===== config.mk =====
export PLATFORM = sky130hd
export DESIGN_NAME = object_extent_tracker_flat
export DESIGN_NICKNAME = d
export VERILOG_FILES = /design/src/rtl/object_extent_tracker_pkg.sv /design/src/rtl/object_extent_tracker_if.sv /design/src/rtl/object_extent_tracker_match.sv /design/src/rtl/object_extent_tracker.sv /design/src/flat_wrapper.sv
export SDC_FILE = /design/constraint.sdc
export NUM_CORES = 1
export LEC_CHECK = 0
export CAP_MARGIN = 25
export CORE_ASPECT_RATIO = 1.25
export CORE_MARGIN = 2
export CORE_UTILIZATION = 52
export CTS_BUF_LIST = sky130_fd_sc_hd__clkbuf_8
export DETAILED_ROUTE_END_ITERATION = 7
export PLACE_DENSITY = 0.79
export SYNTH_ARGS = -nofsm -noshare
export SYNTH_HDL_FRONTEND = slang
export SYNTH_SLANG_ARGS = --single-unit
export TNS_END_PERCENT = 1

===== constraint.sdc =====
create_clock -name clk -period 3.68 [get_ports clk]
set_clock_uncertainty 0.2 [all_clocks]
set_input_delay 0.736 -clock clk [delete_from_list [all_inputs] [get_ports clk]]
set_output_delay 0.736 -clock clk [all_outputs]
set_load 0.02 [all_outputs]

===== src/rtl/object_extent_tracker_pkg.sv =====
// Shared definitions for the object extent tracker slice.
// Holds RGB565 field positions, default colour-window thresholds, the
// tracker state encoding, coordinate/centre widths and the centre-sum helper.
package object_extent_tracker_pkg;

  localparam int COORD_W  = 10;
  localparam int CENTRE_W = 12;
  localparam int COUNT_W  = 19;

  // RGB565 field slices
  localparam int R_HI = 15;
  localparam int R_LO = 11;
  localparam int G_HI = 10;
  localparam int G_LO = 5;
  localparam int B_HI = 4;
  localparam int B_LO = 0;

  // Default colour window and publish threshold
  localparam logic [4:0]         R_MIN_DEF      = 5'd20;
  localparam logic [5:0]         G_MAX_DEF      = 6'd24;
  localparam logic [4:0]         B_MAX_DEF      = 5'd12;
  localparam logic [COUNT_W-1:0] MIN_PIXELS_DEF = 19'd64;

  typedef enum logic [1:0] {
    ST_WAIT  = 2'd0,
    ST_CLEAR = 2'd1,
    ST_SCAN  = 2'd2,
    ST_LATCH = 2'd3
  } state_e;

  typedef struct packed {
    logic [COORD_W-1:0] x;
    logic [COORD_W-1:0] y;
  } coord_t;

  // Sum of four 10-bit coordinates; 4*1023 fits in 12 bits, so no overflow.
  function automatic logic [CENTRE_W-1:0] centre_sum(
    input logic [COORD_W-1:0] a,
    input logic [COORD_W-1:0] b,
    input logic [COORD_W-1:0] c,
    input logic [COORD_W-1:0] d
  );
    return {2'b00, a} + {2'b00, b} + {2'b00, c} + {2'b00, d};
  endfunction

endpackage


===== src/rtl/object_extent_tracker_if.sv =====
// Pixel stream bundle shared with the LCD driver.
//   pix_valid  : pixel strobe
//   pix_x/y    : pixel column / row
//   pix_data   : RGB565 pixel
//   frame_sync : vertical sync, active-low
// master drives the stream, slave observes it.
interface object_extent_tracker_if;
  import object_extent_tracker_pkg::*;

  logic               pix_valid;
  logic [COORD_W-1:0] pix_x;
  logic [COORD_W-1:0] pix_y;
  logic [15:0]        pix_data;
  logic               frame_sync;

  modport master (output pix_valid, pix_x, pix_y, pix_data, frame_sync);
  modport slave  (input  pix_valid, pix_x, pix_y, pix_data, frame_sync);

endinterface


===== src/rtl/object_extent_tracker_match.sv =====
// pix_colour_match: registered single-stage RGB565 colour-window classifier.
// Ports:
//   clk, rst_n          : clock, async active-low reset
//   pix_valid/x/y/data  : incoming pixel
//   hit_r               : registered pix_valid & colour-window match
//   hit_x_r, hit_y_r    : coordinates registered alongside hit_r
module pix_colour_match
  import object_extent_tracker_pkg::*;
#(
  parameter logic [4:0] R_MIN = R_MIN_DEF,
  parameter logic [5:0] G_MAX = G_MAX_DEF,
  parameter logic [4:0] B_MAX = B_MAX_DEF
) (
  input  logic               clk,
  input  logic               rst_n,
  input  logic               pix_valid,
  input  logic [COORD_W-1:0] pix_x,
  input  logic [COORD_W-1:0] pix_y,
  input  logic [15:0]        pix_data,
  output logic               hit_r,
  output logic [COORD_W-1:0] hit_x_r,
  output logic [COORD_W-1:0] hit_y_r
);

  logic in_window_s;

  // Colour window test on the raw pixel fields
  always_comb begin
    in_window_s = (pix_data[R_HI:R_LO] >= R_MIN) &&
                  (pix_data[G_HI:G_LO] <= G_MAX) &&
                  (pix_data[B_HI:B_LO] <= B_MAX);
  end

  // Stage-1 register: match flag plus its coordinates
  always_ff @(posedge clk or negedge rst_n) begin
    if (!rst_n) begin
      hit_r   <= 1'b0;
      hit_x_r <= 10'd0;
      hit_y_r <= 10'd0;
    end else begin
      hit_r   <= pix_valid & in_window_s;
      hit_x_r <= pix_x;
      hit_y_r <= pix_y;
    end
  end

endmodule


===== src/rtl/object_extent_tracker.sv =====
// object_extent_tracker: per-frame colour-blob extent detector.
// Ports:
//   clk, rst_n        : pixel clock, async active-low reset
//   pix (slave)       : pixel stream + active-low frame_sync
//   top/bottom/left/right_pos_x/y : published extreme matching pixels
//   centre_pos_x/y    : sum of the four extreme coordinates (use [11:2])
//   obj_valid         : last completed frame had at least MIN_PIXELS hits
//   frame_done        : one-cycle pulse when the outputs are refreshed
// Outputs are registers that change only on the frame_done cycle.
module object_extent_tracker
  import object_extent_tracker_pkg::*;
#(
  parameter logic [4:0]         R_MIN      = R_MIN_DEF,
  parameter logic [5:0]         G_MAX      = G_MAX_DEF,
  parameter logic [4:0]         B_MAX      = B_MAX_DEF,
  parameter logic [COUNT_W-1:0] MIN_PIXELS = MIN_PIXELS_DEF
) (
  input  logic                clk,
  input  logic                rst_n,
  object_extent_tracker_if.slave pix,
  output logic [COORD_W-1:0]  top_pos_x,
  output logic [COORD_W-1:0]  top_pos_y,
  output logic [COORD_W-1:0]  bottom_pos_x,
  output logic [COORD_W-1:0]  bottom_pos_y,
  output logic [COORD_W-1:0]  left_pos_x,
  output logic [COORD_W-1:0]  left_pos_y,
  output logic [COORD_W-1:0]  right_pos_x,
  output logic [COORD_W-1:0]  right_pos_y,
  output logic [CENTRE_W-1:0] centre_pos_x,
  output logic [CENTRE_W-1:0] centre_pos_y,
  output logic                obj_valid,
  output logic                frame_done
);

  logic               hit_r;
  logic [COORD_W-1:0] hit_x_r;
  logic [COORD_W-1:0] hit_y_r;

  logic               fs_q1_r;
  logic               fs_q2_r;
  logic               fall_s;

  state_e             state_r;
  state_e             state_next_s;

  logic               first_seen_r;
  logic [COUNT_W-1:0] count_r;
  coord_t             top_r;
  coord_t             bottom_r;
  coord_t             left_r;
  coord_t             right_r;

  pix_colour_match #(
    .R_MIN (R_MIN),
    .G_MAX (G_MAX),
    .B_MAX (B_MAX)
  ) u_match (
    .clk       (clk),
    .rst_n     (rst_n),
    .pix_valid (pix.pix_valid),
    .pix_x     (pix.pix_x),
    .pix_y     (pix.pix_y),
    .pix_data  (pix.pix_data),
    .hit_r     (hit_r),
    .hit_x_r   (hit_x_r),
    .hit_y_r   (hit_y_r)
  );

  // Two-flop sampling of frame_sync; idles high so reset gives no false edge
  always_ff @(posedge clk or negedge rst_n) begin
    if (!rst_n) begin
      fs_q1_r <= 1'b1;
      fs_q2_r <= 1'b1;
    end else begin
      fs_q1_r <= pix.frame_sync;
      fs_q2_r <= fs_q1_r;
    end
  end

  assign fall_s = fs_q2_r & ~fs_q1_r;

  // State register
  always_ff @(posedge clk or negedge rst_n) begin
    if (!rst_n) begin
      state_r <= ST_WAIT;
    end else begin
      state_r <= state_next_s;
    end
  end

  // Next-state logic; the first sync after reset only arms the scan
  always_comb begin
    state_next_s = state_r;
    case (state_r)
      ST_WAIT: begin
        if (fall_s) state_next_s = ST_CLEAR;
        else        state_next_s = ST_WAIT;
      end
      ST_CLEAR: state_next_s = ST_SCAN;
      ST_SCAN: begin
        if (fall_s) state_next_s = ST_LATCH;
        else        state_next_s = ST_SCAN;
      end
      ST_LATCH: state_next_s = ST_SCAN;
      default:  state_next_s = ST_WAIT;
    endcase
  end

  // Working extremes; clear wins over any hit landing in CLEAR or LATCH
  always_ff @(posedge clk or negedge rst_n) begin
    if (!rst_n) begin
      first_seen_r <= 1'b0;
      count_r      <= 19'd0;
      top_r        <= '0;
      bottom_r     <= '0;
      left_r       <= '0;
      right_r      <= '0;
    end else begin
      case (state_r)
        ST_CLEAR, ST_LATCH: begin
          first_seen_r <= 1'b0;
          count_r      <= 19'd0;
          top_r        <= '0;
          bottom_r     <= '0;
          left_r       <= '0;
          right_r      <= '0;
        end
        ST_SCAN: begin
          if (hit_r) begin
            if (count_r != {COUNT_W{1'b1}}) begin
              count_r <= count_r + 19'd1;
            end
            if (!first_seen_r) begin
              first_seen_r <= 1'b1;
              top_r        <= '{x: hit_x_r, y: hit_y_r};
              bottom_r     <= '{x: hit_x_r, y: hit_y_r};
              left_r       <= '{x: hit_x_r, y: hit_y_r};
              right_r      <= '{x: hit_x_r, y: hit_y_r};
            end else begin
              // Raster order: the latest hit is always the bottom one;
              // strict compares keep the earliest hit on x ties.
              bottom_r <= '{x: hit_x_r, y: hit_y_r};
              if (hit_x_r < left_r.x) begin
                left_r <= '{x: hit_x_r, y: hit_y_r};
              end
              if (hit_x_r > right_r.x) begin
                right_r <= '{x: hit_x_r, y: hit_y_r};
              end
            end
          end
        end
        default: begin
          // WAIT: pixels ignored, registers already cleared by reset
        end
      endcase
    end
  end

  // Publish stage: refresh outputs once per frame in LATCH
  always_ff @(posedge clk or negedge rst_n) begin
    if (!rst_n) begin
      top_pos_x    <= 10'd0;
      top_pos_y    <= 10'd0;
      bottom_pos_x <= 10'd0;
      bottom_pos_y <= 10'd0;
      left_pos_x   <= 10'd0;
      left_pos_y   <= 10'd0;
      right_pos_x  <= 10'd0;
      right_pos_y  <= 10'd0;
      centre_pos_x <= 12'd0;
      centre_pos_y <= 12'd0;
      obj_valid    <= 1'b0;
      frame_done   <= 1'b0;
    end else begin
      if (state_r == ST_LATCH) begin
        frame_done <= 1'b1;
        if (count_r >= MIN_PIXELS) begin
          top_pos_x    <= top_r.x;
          top_pos_y    <= top_r.y;
          bottom_pos_x <= bottom_r.x;
          bottom_pos_y <= bottom_r.y;
          left_pos_x   <= left_r.x;
          left_pos_y   <= left_r.y;
          right_pos_x  <= right_r.x;
          right_pos_y  <= right_r.y;
          centre_pos_x <= centre_sum(top_r.x, bottom_r.x, left_r.x, right_r.x);
          centre_pos_y <= centre_sum(top_r.y, bottom_r.y, left_r.y, right_r.y);
          obj_valid    <= 1'b1;
        end else begin
          // Too few hits: keep the last good positions for the overlay
          obj_valid <= 1'b0;
        end
      end else begin
        frame_done <= 1'b0;
      end
    end
  end

endmodule

===== src/flat_wrapper.sv =====
// flat-port wrapper written by rule: the top's interface ports become plain ports
module object_extent_tracker_flat import object_extent_tracker_pkg::*;
#(
  parameter logic [4:0]         R_MIN      = R_MIN_DEF,
  parameter logic [5:0]         G_MAX      = G_MAX_DEF,
  parameter logic [4:0]         B_MAX      = B_MAX_DEF,
  parameter logic [COUNT_W-1:0] MIN_PIXELS = MIN_PIXELS_DEF
)
  (clk, rst_n, top_pos_x, top_pos_y, bottom_pos_x, bottom_pos_y, left_pos_x, left_pos_y, right_pos_x, right_pos_y, centre_pos_x, centre_pos_y, obj_valid, frame_done, pix_pix_valid, pix_pix_x, pix_pix_y, pix_pix_data, pix_frame_sync);
  object_extent_tracker_if pix_i ();
  input  logic clk;
  input  logic rst_n;
  output logic [COORD_W-1:0] top_pos_x;
  output logic [COORD_W-1:0] top_pos_y;
  output logic [COORD_W-1:0] bottom_pos_x;
  output logic [COORD_W-1:0] bottom_pos_y;
  output logic [COORD_W-1:0] left_pos_x;
  output logic [COORD_W-1:0] left_pos_y;
  output logic [COORD_W-1:0] right_pos_x;
  output logic [COORD_W-1:0] right_pos_y;
  output logic [CENTRE_W-1:0] centre_pos_x;
  output logic [CENTRE_W-1:0] centre_pos_y;
  output logic obj_valid;
  output logic frame_done;
  input wire logic [$bits(pix_i.pix_valid)-1:0] pix_pix_valid;
  input wire logic [$bits(pix_i.pix_x)-1:0] pix_pix_x;
  input wire logic [$bits(pix_i.pix_y)-1:0] pix_pix_y;
  input wire logic [$bits(pix_i.pix_data)-1:0] pix_pix_data;
  input wire logic [$bits(pix_i.frame_sync)-1:0] pix_frame_sync;
  assign pix_i.pix_valid = pix_pix_valid;
  assign pix_i.pix_x = pix_pix_x;
  assign pix_i.pix_y = pix_pix_y;
  assign pix_i.pix_data = pix_pix_data;
  assign pix_i.frame_sync = pix_frame_sync;
  object_extent_tracker #(.R_MIN(R_MIN), .G_MAX(G_MAX), .B_MAX(B_MAX), .MIN_PIXELS(MIN_PIXELS)) u_core (.clk(clk), .rst_n(rst_n), .pix(pix_i), .top_pos_x(top_pos_x), .top_pos_y(top_pos_y), .bottom_pos_x(bottom_pos_x), .bottom_pos_y(bottom_pos_y), .left_pos_x(left_pos_x), .left_pos_y(left_pos_y), .right_pos_x(right_pos_x), .right_pos_y(right_pos_y), .centre_pos_x(centre_pos_x), .centre_pos_y(centre_pos_y), .obj_valid(obj_valid), .frame_done(frame_done));
endmodule

* Word-level counts from Yosys, hierarchy flattened
Cells that the tools add are included.
** Word-level totals
- Word-level logic and storage cells :: 87
- Flip-flop bits (word level) :: 231
- Input bits :: 40
** Operators by class
- Reductions and logical operators :: 11
- Bitwise gates (word level) :: 3
- $add $sub $neg :: 7
- Multiplexer cells :: 23
- Equality and inequality tests :: 9
- $lt $le $gt $ge :: 6
** Operators with widths (number)
- $mux 20 :: 9
- $pmux 20 s2 :: 4
- $add 12x10->12 :: 4
- $mux 19 :: 2
- $pmux 19 s2 :: 1
- $add 10x10->11 :: 2
- $add 19x1->19 const B :: 1
- $ge 19x7->1 const B :: 1
- $ne 19x19->1 const B :: 1
- $reduce_and 3->1 :: 4
- $gt 10x10->1 :: 1
- $lt 10x10->1 :: 1
- $le 6x5->1 const B :: 1
- $ne 3x3->1 const B :: 2
- $pmux 2 s3 :: 1
- $ge 5x5->1 const B :: 1
- $le 5x4->1 const B :: 1
- $mux 1 :: 5
- $eq 2x2->1 const B :: 2
- $ne 2x2->1 const B :: 2
- $reduce_and 2->1 :: 2
- $and 1x1->1 :: 2
- $eq 2x1->1 const B :: 1
- $logic_and 1x1->1 :: 2
- other kinds (6) :: 6

* Depth between registers and ports, before layout
Gate-level depths: netlist of the first run.
- Word-level depth :: 5
- Gate-level depth with buffers :: 16

* Cells and area by module
A second synthesis of the first run with hierarchy kept.
** Unflattened totals
- Cell total of the unflattened synthesis :: 1083
- Area total of the unflattened synthesis :: 11041.8 um2
** By module, submodules not included
- object_extent_tracker :: sequential area each 5257.5 um2, times used 1, area each 10476.3 um2, cells an instance 1058
- pix_colour_match :: sequential area each 525.5 um2, times used 1, area each 565.5 um2, cells an instance 25

* Worst setup path after synthesis of the first run
Ideal clock, no wire load.
- Path kind :: register to register
- From :: register u_core.bottom_r[10] (netlist name)
- To :: register u_core.centre_pos_x[9]
- Cell stages (with the launch flop) :: 15
- Arrival time :: 3.289 ns
- Required time :: 3.385 ns
- Setup slack :: 0.095 ns
- Library setup time :: 0.095 ns
- Buffers on the path :: 0
- Clock period less this slack :: 3.585 ns
- Cell sequence :: dfrtp_1 -> ha_1 -> inv_1 -> fa_1 -> nor2b_1 -> o21ai_0 -> a21oi_1 -> o21ai_0 -> a2bb2oi_1 -> fa_1 -> ha_1 -> or3_1 -> o221a_2 -> o21a_1 -> o31ai_1
** On the way
- Word-level cells in the longest chain between the ends :: 3
** Ends and longest elaborated chain
- start: declaration :: RTL line object_extent_tracker.sv:49 : coord_t bottom_r;
- start signal: assignment :: RTL line object_extent_tracker.sv:136 : bottom_r <= '{x: hit_x_r, y: hit_y_r};
- start signal: assignment :: RTL line object_extent_tracker.sv:142 : bottom_r <= '{x: hit_x_r, y: hit_y_r};
- $add 10x10->11 :: RTL line object_extent_tracker_pkg.sv:43 : return {2'b00, a} + {2'b00, b} + {2'b00, c} + {2'b00, d};
- $add 12x10->12 (2 in a row) :: RTL line object_extent_tracker_pkg.sv:43
- end signal: assignment :: RTL line object_extent_tracker.sv:186 : centre_pos_x <= centre_sum(top_r.x, bottom_r.x, left_r.x, right_r.x);
- end: declaration :: RTL line object_extent_tracker.sv:29 : output logic [CENTRE_W-1:0] centre_pos_x,
No other way between the ends.
A chain may end at the register's enable or synchronous reset.

* Worst setup path after layout of the first run
- From :: register u_core.top_r[10] (netlist name)
- To :: register u_core.centre_pos_x[9]
** On the way
- Word-level cells in the longest chain between the ends :: 3
** Ends and longest elaborated chain
- start: declaration :: RTL line object_extent_tracker.sv:48 : coord_t top_r;
- start signal: assignment :: RTL line object_extent_tracker.sv:135 : top_r <= '{x: hit_x_r, y: hit_y_r};
- $add 10x10->11 :: RTL line object_extent_tracker_pkg.sv:43
- $add 12x10->12 (2 in a row) :: RTL line object_extent_tracker_pkg.sv:43
No other way between the ends.

==> flow_metrics.env, run 1 <==
export IMPL_regArea_um2=5780
export IMPL_htreeDepth=2
export IMPL_pwr_density_cell_nw_per_um2=626
export IMPL_power_frac_clock_pct=24.8
export IMPL_setup_violations=3
export IMPL_wl_per_cell_um=17.2
export IMPL_grt_pass1_vias=8801
export IMPL_ant_nets=0
export IMPL_viasPerCell=5.44
export IMPL_hold_buffers=0
export IMPL_critPathBufInv=1
export IMPL_wl_um=27000
export IMPL_path_max_fanout=4
export IMPL_die_area_um2=23300
export IMPL_slowest_stage="fa_1"
export IMPL_hold_viol=10
export IMPL_routabilityCongestion=0.858
export IMPL_area_delta_synth_final_pct=25.7
export IMPL_min_period_ps=3750
export IMPL_worst_slew_pin_slew_ps=905
export IMPL_relSlewSlack_pct=39.2
export IMPL_hold_ws_ps=-28.7
export IMPL_synth_edf_count=0
export IMPL_clock_sinks=231
export IMPL_rows=60
export IMPL_critPathCaptureType="register"
export IMPL_clk_pin_slew_ps=60
export IMPL_layout_nets=1393
export IMPL_clock_path_buffers=3
export IMPL_synth_flop_cell="dfrtp_1"
export IMPL_outcome="finished with violations"
export IMPL_syn_area_per_cell_um2=10.6
export IMPL_dieHeight_um=170
export IMPL_cp_data_required_time_ps=3920
export IMPL_initial_core_util_pct=53.1
export IMPL_ys_ff_latch=231
export IMPL_fillers=1654
export IMPL_drt_first_pass_iters=5
export IMPL_rsz0062_at_grt="true"
export IMPL_drt_first_iter_violations=591
export IMPL_slowest_delay_ps=480
export IMPL_diodes=0
export IMPL_async_reset_ff_share_pct=100
export IMPL_grt_use_total_pct=24.0
export IMPL_grt_pass1_wl_um=44300
export IMPL_cp_start_kind="register"
export IMPL_syn_nets=1207
export IMPL_pre_cts_ws_ps=-261
export IMPL_design_core_area_um2=21600
export IMPL_postSynthCellCount=1082
export IMPL_grt_antenna_before_repair=0
export IMPL_crit_family="compound AO/OA/AOI/OAI gates"
export IMPL_cp_common_cell="o21ai_2"
export IMPL_switching_share_pct=35.3
export IMPL_clkLatencyLatePin_ps=530
export IMPL_critPathLaunch="u_core.top_r[10]$_DFFE_PN0P_"
export IMPL_drc=0
export IMPL_arrival_ps=3990
export IMPL_path_cells="ha_2 -> inv_1 -> fa_2 -> nor2b_2 -> o21ai_2 -> a21oi_4 -> o21ai_2 -> a2bb2oi_2 -> fa_1 -> ha_4 -> or3_4 -> o221a_4 -> o21a_1 -> o31ai_1"
export IMPL_ios=146
export IMPL_cts_inserted_buffers=37
export IMPL_yosysSeqAreaShare_pct=50.4
export IMPL_gr_total_overflow=0
export IMPL_crit_type="reg2reg"
export IMPL_cts_tree="done"
export IMPL_cts_root_buf="clkbuf_8"
export IMPL_hold_path_class="in2async"
export IMPL_finalMaxSlewViolations=0
export IMPL_multi_input_area_um2=5360
export IMPL_die_w_um=137
export IMPL_r2r_start="u_core.top_r[10]$_DFFE_PN0P_"
export IMPL_finalWorstSetupSlack_ps=-74.3
export IMPL_route_vias_total=8555
export IMPL_fmax_ghz=0.266
export IMPL_p_comb_share_pct=41.8
export IMPL_ys_warn_count=0
export IMPL_hpwl_um=19100
export IMPL_leakage_uw=0.00698
export IMPL_synth_cell_types=60
export IMPL_synth_area_um2=11500
export IMPL_grt_max_degree=86
export IMPL_pwr_share_seq_pct=33.3
export IMPL_intPower_uw=5840
export IMPL_vdd_drop_max_v=0.000332
export IMPL_period_share_pct=102
export IMPL_portBuffers=143
export IMPL_drv_cap=0
export IMPL_power_switching_uw=3190
export IMPL_drive_gt1_share_pct=15.8
export IMPL_violations="negative hold slack, negative setup slack"
## worst paths after layout
check                                                endpoint  slack, ps  depth (start not counted)
setup / recovery           u_core.centre_pos_x[9]$_DFFE_PN0P_        -70                         14
hold / removal                   u_core.top_r[13]$_DFFE_PN0P_        -30                          1
setup reg to reg           u_core.centre_pos_x[9]$_DFFE_PN0P_        -70                         14
hold reg to reg                      u_core.fs_q2_r$_DFF_PN1_        170                          0
max in group asynchronous            u_core.fs_q1_r$_DFF_PN1_       2480                          2
min in group clk                     u_core.fs_q2_r$_DFF_PN1_        170                          0
## timing repair
action | in CTS | in global routing
resized for setup | 13 | 31
buffers inserted | 1 | 2
pin swaps | 5 | 13
endpoints found under the setup margin | 9 | 12
## state kept, by name, indices dropped and copies added, names as in the netlist, 12 cells and up
name / flops
u_core.right_r: 20
u_core.left_r: 20
u_core.centre_pos_x: 12
u_core.centre_pos_y: 12
u_core.top_r: 20
u_core.bottom_r: 20
u_core.count_r: 19
## metrics by stage
| stage | utilization, % | cell area (um^2) | cells | power, uW | setup TNS [ps] |
|---|---|---|---|---|---|
| floorplan | - | 11500 | 1082 | 5380 | 0 |
| global route | 66.7 | 14400 | 1572 | 9660 | -893 |
| CTS | 65.9 | 14300 | 1570 | 8680 | 0 |
| detailed placement | 62.2 | 13400 | 1505 | 6350 | -870 |
| finish | 66.7 | 14400 | 1572 | 9030 | -83.1 |
| global placement | 62.2 | 13400 | 1505 | 6200 | -452 |
## logic make-up after synthesis
family / after synthesis / synth area share (%)
DFF: 231 / 50.4
buffers and inverters: 135 / 4.80
xor gates and xnor gates: 34 / 2.60
and+or+nand+nor: 339 / 13.3
AOI/OAI and AO/OA: 196 / 11.3
adders and majority gates: 85 / 10.8
muxes: 62 / 6.72
## final cells by class
type,instances,share of cell area (%)
clock buffer,49,4.68
clock inverter,15,0.616
inverter,94,2.45
multi-input combinational,716,37.2
sequential,231,40.1
tap,279,2.42
timing repair buffer,188,12.6
## cell usage after synthesis (8+ instances only)
cell        n  share of area [%]
nor3_1     10               0.44
dfrtp_1   229                 50
inv_1      94                3.1
a21oi_1    27                1.2
buf_2      17               0.74
nor2_1     37                1.2
nand2_1   205                6.7
a211oi_1   12               0.79
o21a_1      9               0.59
xnor2_1    19                1.5
mux2_2     40                3.9
nand3_1    14               0.61
clkbuf_1   21               0.69
fa_1       24                4.2
nand4_1     8               0.44
o21ai_0    73                3.2
a22o_1     20                1.5
mux2_4     20                2.6
a21o_1     14               0.92
xor2_1     15                1.1
ha_1       61                6.7
and2_1     22                1.2
nor2b_1     8               0.44
## power by group through the flow
stage | clock network [uW] | registers (uW) | logic, uW
after floorplan | 0 | 2980 | 2400
after global placement | 0 | 3030 | 3170
after detailed placement | 0 | 3050 | 3300
after CTS | 2290 | 3010 | 3390
after global routing | 2400 | 3040 | 4210
final | 2240 | 3010 | 3780
## layout by cell type (no fill, tap or decap), drive strengths merged, types with 20 or more instances in the layout
cell type,count
clkbuf,49
mux2,60
o21ai,74
buf,46
nand2,205
fa,24
and2,22
clkdlybuf4s50,142
a22o,20
nor2,37
a21oi,28
dfrtp,229
ha,61
inv,105
## routing by layer
layer | track usage [%] | vias to the layer above | wire length [um]
li1 | - | 4042 | -
met1 | 33.3 | 4214 | 11800
met2 | 38.4 | 241 | 13100
met3 | 4.32 | 58 | 1410
met4 | 7.71 | 0 | 686
met5 | 0 | - | 0
## worst reg2reg max path, delay by kind of cell, from the launching register on
| family | cells | cell delay, ps |
|---|---|---|
| AO/OA/AOI/OAI | 7 | 1260 |
| adder cells (fa/ha/maj) | 4 | 1240 |
| buffers and inverters | 1 | 60 |
| flip-flops | 1 | 370 |
| AND/OR/NAND/NOR | 2 | 540 |
(Power assumes the default switching activity.)
==> run 2, diff against run 1 <==
--- a/config.mk
+++ b/config.mk
@@ -6,7 +6,7 @@
 export NUM_CORES = 1
 export LEC_CHECK = 0
 export CAP_MARGIN = 25
-export CORE_ASPECT_RATIO = 1.25
+export CORE_ASPECT_RATIO = 1.75
 export CORE_MARGIN = 2
 export CORE_UTILIZATION = 52
 export CTS_BUF_LIST = sky130_fd_sc_hd__clkbuf_8
==> run 2 against run 1 <==
  * The flow finishes with violations (negative setup slack)
  * Die area rose by 0.17%
  * Critical path type unchanged
  * Register-to-register slack improved by 50 ps
  * Utilization rose by 0.17 points
  * Sequential cell count did not move
  * Cell count rose by 1.1%
  * Combinational power rose by 1%
  * Sequential power barely moved
  * Global-route usage fell by 0.59 points
  * Setup slack improved by 51 ps
==> flow_metrics.env, run 2 (synthesis gave the netlist of run 1 again) <==
export IMPL_outcome="finished with violations"
export IMPL_violations="negative setup slack"
export IMPL_drive_gt1_share_pct=16.6
export IMPL_cts_tree="done"
export IMPL_pwr_share_seq_pct=33.8
export IMPL_ant_nets=0
export IMPL_setup_violations=1
export IMPL_r2r_end="u_core.centre_pos_y[9]$_DFFE_PN0P_"
export IMPL_path_max_fanout=4
export IMPL_period_share_pct=101
export IMPL_clock_sinks=231
export IMPL_place_area_um2=13500
export IMPL_finalNonFillerCells=1589
export IMPL_arrival_ps=3940
export IMPL_clk_pin_slew_ps=70
export IMPL_vdd_drop_max_v=0.000328
export IMPL_grt_pass1_vias=8813
export IMPL_cp_data_required_time_ps=3920
export IMPL_regArea_um2=5780
export IMPL_slowest_delay_ps=470
export IMPL_power_switching_uw=3200
export IMPL_wl_um=26700
export IMPL_gr_total_overflow=0
export IMPL_layout_common_cells="dfrtp_1 (229), nand2_1 (205), clkdlybuf4s50_1 (142), inv_1 (99), o21ai_0 (66)"
export IMPL_hold_path_class="in2async"
export IMPL_hpwl_um=19300
export IMPL_slowest_stage="o41a_1"
export IMPL_initial_core_util_pct=53.1
export IMPL_min_period_ps=3700
export IMPL_r2r_worst_path_cells=13
export IMPL_finalMaxSlewViolations=0
export IMPL_grt_antenna_before_repair=0
export IMPL_diodes=0
export IMPL_crit_type="reg2reg"
export IMPL_finalWorstSetupSlack_ps=-23.3
export IMPL_p_comb_share_pct=42.9
export IMPL_leakage_uw=0.00695
export IMPL_drt_first_pass_iters=5
export IMPL_final_common_cell="dfrtp_1"
export IMPL_reg2reg_slack_ps=-20
export IMPL_pwr_density_cell_nw_per_um2=618
export IMPL_drt_first_iter_violations=441
export IMPL_worst_slew_pin_slew_ps=873
export IMPL_crit_family="compound AO/OA/AOI/OAI gates"
export IMPL_layout_nets=1398
export IMPL_rows=71
export IMPL_relSlewSlack_pct=41.4
export IMPL_intPower_uw=5720
export IMPL_fmax_ghz=0.270
export IMPL_grt_pass1_wl_um=43500
export IMPL_fillers=1651
export IMPL_die_area_um2=23300
export IMPL_die_w_um=116
export IMPL_htreeDepth=2
export IMPL_cts_root_buf="clkbuf_8"
export IMPL_numPlacedInstances=1527
export IMPL_ios=146
export IMPL_wl_per_cell_um=16.8
export IMPL_grt_use_total_pct=23.4
export IMPL_routabilityCongestion=0.868
export IMPL_viasPerCell=5.33
export IMPL_clock_path_buffers=3
export IMPL_grt_max_degree=102
export IMPL_drv_cap=0
export IMPL_r2r_start="u_core.bottom_r[1]$_DFFE_PN0P_"
export IMPL_cts_inserted_buffers=34
export IMPL_postLayoutCellArea_um2=14400
export IMPL_power_frac_clock_pct=23.3
export IMPL_rsz0062_at_grt="true"
export IMPL_path_cells="ha_4 -> a211oi_2 -> o21ai_1 -> a21oi_2 -> xor2_1 -> fa_1 -> inv_1 -> ha_4 -> o21a_1 -> o31a_1 -> o41a_1 -> o21a_1 -> o31ai_2"
export IMPL_drc=0
export IMPL_critPathBufInv=1
export IMPL_switching_share_pct=35.9
export IMPL_cp_start_kind="register"
export IMPL_clkLatencyLatePin_ps=530
export IMPL_design_core_area_um2=21600
export IMPL_hold_viol=0
export IMPL_critPathCaptureType="register"
export IMPL_area_delta_synth_final_pct=25.9
export IMPL_portBuffers=143
export IMPL_route_vias_total=8462
export IMPL_multi_input_area_um2=5390
export IMPL_dieHeight_um=200
==> run 2: cell types whose count changed in the layout (fill, tap and decap cells not counted), sizes merged <==
cell      change
clkinvlp      +1
clkbuf        -8
buf           +8
inv           -2
clkinv        +5
==> run 2: how the worst max path moves through the flow <==
stage / startpoint / end / slack (ps) / cells after the start
floorplan: u_core.bottom_r[10]$_DFFE_PN0P_ / u_core.centre_pos_x[9]$_DFFE_PN0P_ / 100 / 14
global placement: u_core.bottom_r[10]$_DFFE_PN0P_ / u_core.centre_pos_x[10]$_DFFE_PN0P_ / -80 / 15
detailed placement: u_core.bottom_r[10]$_DFFE_PN0P_ / u_core.centre_pos_x[9]$_DFFE_PN0P_ / -140 / 15
CTS: u_core.bottom_r[1]$_DFFE_PN0P_ / u_core.centre_pos_y[9]$_DFFE_PN0P_ / -70 / 13
global route: u_core.top_r[10]$_DFFE_PN0P_ / u_core.centre_pos_x[10]$_DFFE_PN0P_ / -170 / 16
finish: u_core.bottom_r[1]$_DFFE_PN0P_ / u_core.centre_pos_y[9]$_DFFE_PN0P_ / -20 / 13
==> run 2: area by class of cell <==
type | instances | share of cell area [%]
repair buffers | 196 | 12.9
clock buffers | 41 | 3.91
well taps | 292 | 2.53
flip-flops and latches | 231 | 40.1
inverters | 94 | 2.44
clock inverters | 19 | 0.823
multi-input cells | 716 | 37.4
==> run 2: what timing repair did <==
action,in CTS,in global routing
setup endpoints to repair,6,12
hold buffers,0,0
buffers inserted,0,2
resized for setup,7,36
pin swaps,4,13
==> run 2: power by group through the flow <==
stage | clock network, uW | logic, uW | registers, uW
finish | 2080 | 3830 | 3010
CTS | 2130 | 3440 | 3000
floorplan | 0 | 2400 | 2980
global route | 2240 | 4270 | 3040
detailed placement | 0 | 3400 | 3050
global placement | 0 | 3250 | 3030
==> run 2: through the flow <==
stage	power [uW]	setup TNS, ps	hold slack [ps]	setup slack, ps	utilization (%)
2_1_floorplan	5380	0	154	95.3	-
3_3_place_gp	6270	-156	156	-77.3	62.6
3_5_place_dp	6450	-459	165	-142	62.6
4_1_cts	8580	-65.6	63.6	-65.6	65.9
5_1_grt	9550	-1030	66.5	-169	66.9
6_report	8920	-23.3	10.7	-23.3	66.9
==> run 2: routing by layer <==
metal / track usage (%) / vias up / part of all wire, %
met5: 0 / - / 0
met4: 8.89 / 0 / 3.2
met3: 2.90 / 61 / 3.6
met2: 39.5 / 209 / 51
met1: 30.5 / 4150 / 42
li1: - / 4042 / -
==> run 3, diff against run 2 <==
--- a/config.mk
+++ b/config.mk
@@ -8,10 +8,10 @@
 export CAP_MARGIN = 25
 export CORE_ASPECT_RATIO = 1.75
 export CORE_MARGIN = 2
-export CORE_UTILIZATION = 52
+export CORE_UTILIZATION = 62
 export CTS_BUF_LIST = sky130_fd_sc_hd__clkbuf_8
 export DETAILED_ROUTE_END_ITERATION = 7
-export PLACE_DENSITY = 0.79
+export PLACE_DENSITY = 0.88
 export SYNTH_ARGS = -nofsm -noshare
 export SYNTH_HDL_FRONTEND = slang
 export SYNTH_SLANG_ARGS = --single-unit
==> constraint.sdc (replaced) <==
create_clock -name clk -period 4.5 [get_ports clk]
set_clock_uncertainty 0.2 [all_clocks]
set_input_delay 0.9 -clock clk [delete_from_list [all_inputs] [get_ports clk]]
set_output_delay 0.9 -clock clk [all_outputs]
set_load 0.02 [all_outputs]
==> run 3 against run 2 <==
  * The run now ends clean
  * Sequential power is 18% lower
  * Global-route usage is 5.4 points higher
  * First-iteration DRC count is 18% higher
  * Setup slack better by 350 ps
  * Critical path type unchanged
  * Critical endpoint is now u_core.centre_pos_x[10]$_DFFE_PN0P_
==> flow_metrics.env, run 3 (synthesis gave the netlist of run 1 again) <==
export IMPL_outcome="finished, final reports clean"
export IMPL_area_delta_synth_final_pct=20.0
export IMPL_grt_antenna_before_repair=0
export IMPL_path_max_fanout=4
export IMPL_period_share_pct=92.7
export IMPL_pwr_density_cell_nw_per_um2=486
export IMPL_finalNonFillerCells=1484
export IMPL_grt_pass1_vias=9190
export IMPL_drt_first_iter_violations=520
export IMPL_grt_use_total_pct=28.8
export IMPL_min_period_ps=4170
export IMPL_slowest_stage="fa_1"
export IMPL_routabilityCongestion=0.956
export IMPL_relSlewSlack_pct=38.5
export IMPL_fillers=1161
export IMPL_clock_sinks=231
export IMPL_grt_max_degree=95
export IMPL_hold_buffers=0
export IMPL_layout_common_cells="dfrtp_1 (229), nand2_1 (205), clkdlybuf4s50_1 (142), inv_1 (101), o21ai_0 (73)"
export IMPL_wl_um=27200
export IMPL_drt_first_pass_iters=7
export IMPL_tns_ps=0
export IMPL_wl_per_cell_um=18.3
export IMPL_design_core_area_um2=18100
export IMPL_finalMaxSlewViolations=0
export IMPL_power_total_uw=6690
export IMPL_postCtsSetupRepairBufs=0
export IMPL_numPlacedInstances=1428
export IMPL_slowest_delay_ps=450
export IMPL_rows=65
export IMPL_htreeDepth=1
export IMPL_fmax_ghz=0.240
export IMPL_clock_path_buffers=3
export IMPL_gr_total_overflow=0
export IMPL_cp_data_required_time_ps=4740
export IMPL_cts_inserted_buffers=31
export IMPL_final_common_cell="dfrtp_1"
export IMPL_hpwl_um=19000
export IMPL_die_area_um2=19600
export IMPL_leakage_uw=0.00669
export IMPL_postLayoutCellArea_um2=13800
export IMPL_cts_root_buf="clkbuf_8"
export IMPL_path_cells="ha_1 -> inv_1 -> fa_1 -> nor2b_1 -> o21ai_0 -> a21oi_1 -> o21ai_0 -> a2bb2oi_1 -> fa_1 -> ha_1 -> or3_1 -> o2111ai_1 -> a211oi_1 -> a211o_1"
export IMPL_ios=146
export IMPL_portBuffers=143
export IMPL_crit_type="reg2reg"
export IMPL_clkLatencyLatePin_ps=570
export IMPL_route_vias_total=8633
export IMPL_drc=0
export IMPL_clk_pin_slew_ps=70
export IMPL_die_w_um=107
export IMPL_grt_pass1_wl_um=45200
export IMPL_diodes=0
export IMPL_drive_gt1_share_pct=10.7
export IMPL_hold_viol=0
export IMPL_ant_nets=0
export IMPL_cts_tree="done"
export IMPL_cp_start_kind="register"
export IMPL_initial_core_util_pct=63.5
export IMPL_critPathCaptureType="register"
export IMPL_vdd_drop_max_v=0.000262
export IMPL_drv_cap=0
export IMPL_rsz0062_at_grt="false"
export IMPL_worst_slew_pin_slew_ps=922
export IMPL_layout_nets=1353
export IMPL_hold_path_class="in2async"
export IMPL_dieHeight_um=184
export IMPL_setup_violations=0
export IMPL_cts_resized=0
export IMPL_place_area_um2=13100
export IMPL_viasPerCell=5.82
export IMPL_arrival_ps=4420
[run 3: cell types whose count changed in the layout (fill, tap and decap cells not counted), sizes merged]
cell | previous run | this run
buf | 54 | 12
clkbuf | 41 | 38
inv | 103 | 101
[run 3: per-layer routing]
layer / global-route usage, % / share of wire, %
met3: 3.62 / 4.7
met4: 10.2 / 3.6
met1: 35.3 / 39
met2: 52.1 / 53
met5: 0 / 0
[run 3: power breakdown]
| part | internal, uW | switching (uW) | leakage (uW) | total, uW |
|---|---|---|---|---|
| registers | 2290 | 183 | 0.00306 | 2480 |
| logic | 1150 | 1470 | 0.00328 | 2620 |
| clock network | 820 | 774 | 0.000352 | 1590 |
| total | 4270 | 2420 | 0.00669 | 6690 |
[run 3: through the flow]
stage / setup WS [ps] / hold WS [ps] / utilization [%]
2_1_floorplan: 915 / 154 / -
3_3_place_gp: 580 / 157 / 72.7
3_5_place_dp: 440 / 162 / 72.7
4_1_cts: 369 / 98.3 / 76.2
5_1_grt: 122 / 101 / 76.3
6_report: 327 / 68.0 / 76.3
[run 3: worst max-delay path, delay by kind of cell (launching register included)]
kind / cells / cell delay [ps]
compound gates: 7 / 1590
fa+ha+maj: 4 / 1300
buf+inv: 1 / 60
flops: 1 / 380
simple gates: 2 / 520
[run 3: final timing paths]
check / start / cells after the start / slack (ps) / endpoint
hold / removal: rst_n / 1 / 70 / u_core.bottom_pos_x[4]$_DFFE_PN0P_
setup reg to reg: u_core.bottom_r[10]$_DFFE_PN0P_ / 14 / 330 / u_core.centre_pos_x[10]$_DFFE_PN0P_
max in group asynchronous: rst_n / 2 / 3030 / u_core.u_match.hit_x_r[6]$_DFF_PN0_
hold reg to reg: u_core.fs_q1_r$_DFF_PN1_ / 0 / 170 / u_core.fs_q2_r$_DFF_PN1_
min in group clk: u_core.fs_q1_r$_DFF_PN1_ / 0 / 170 / u_core.fs_q2_r$_DFF_PN1_
setup / recovery: u_core.bottom_r[10]$_DFFE_PN0P_ / 14 / 330 / u_core.centre_pos_x[10]$_DFFE_PN0P_
[run 3: layout make-up]
class / instances / area, um^2 / area share, %
sequential: 231 / 5780 / 42.0
multi-input combinational: 716 / 5170 / 37.6
timing repair buffer: 154 / 1540 / 11.2
clock buffer: 38 / 523 / 3.80
inverter: 94 / 353 / 2.56
tap: 234 / 293 / 2.13
clock inverter: 17 / 106 / 0.772
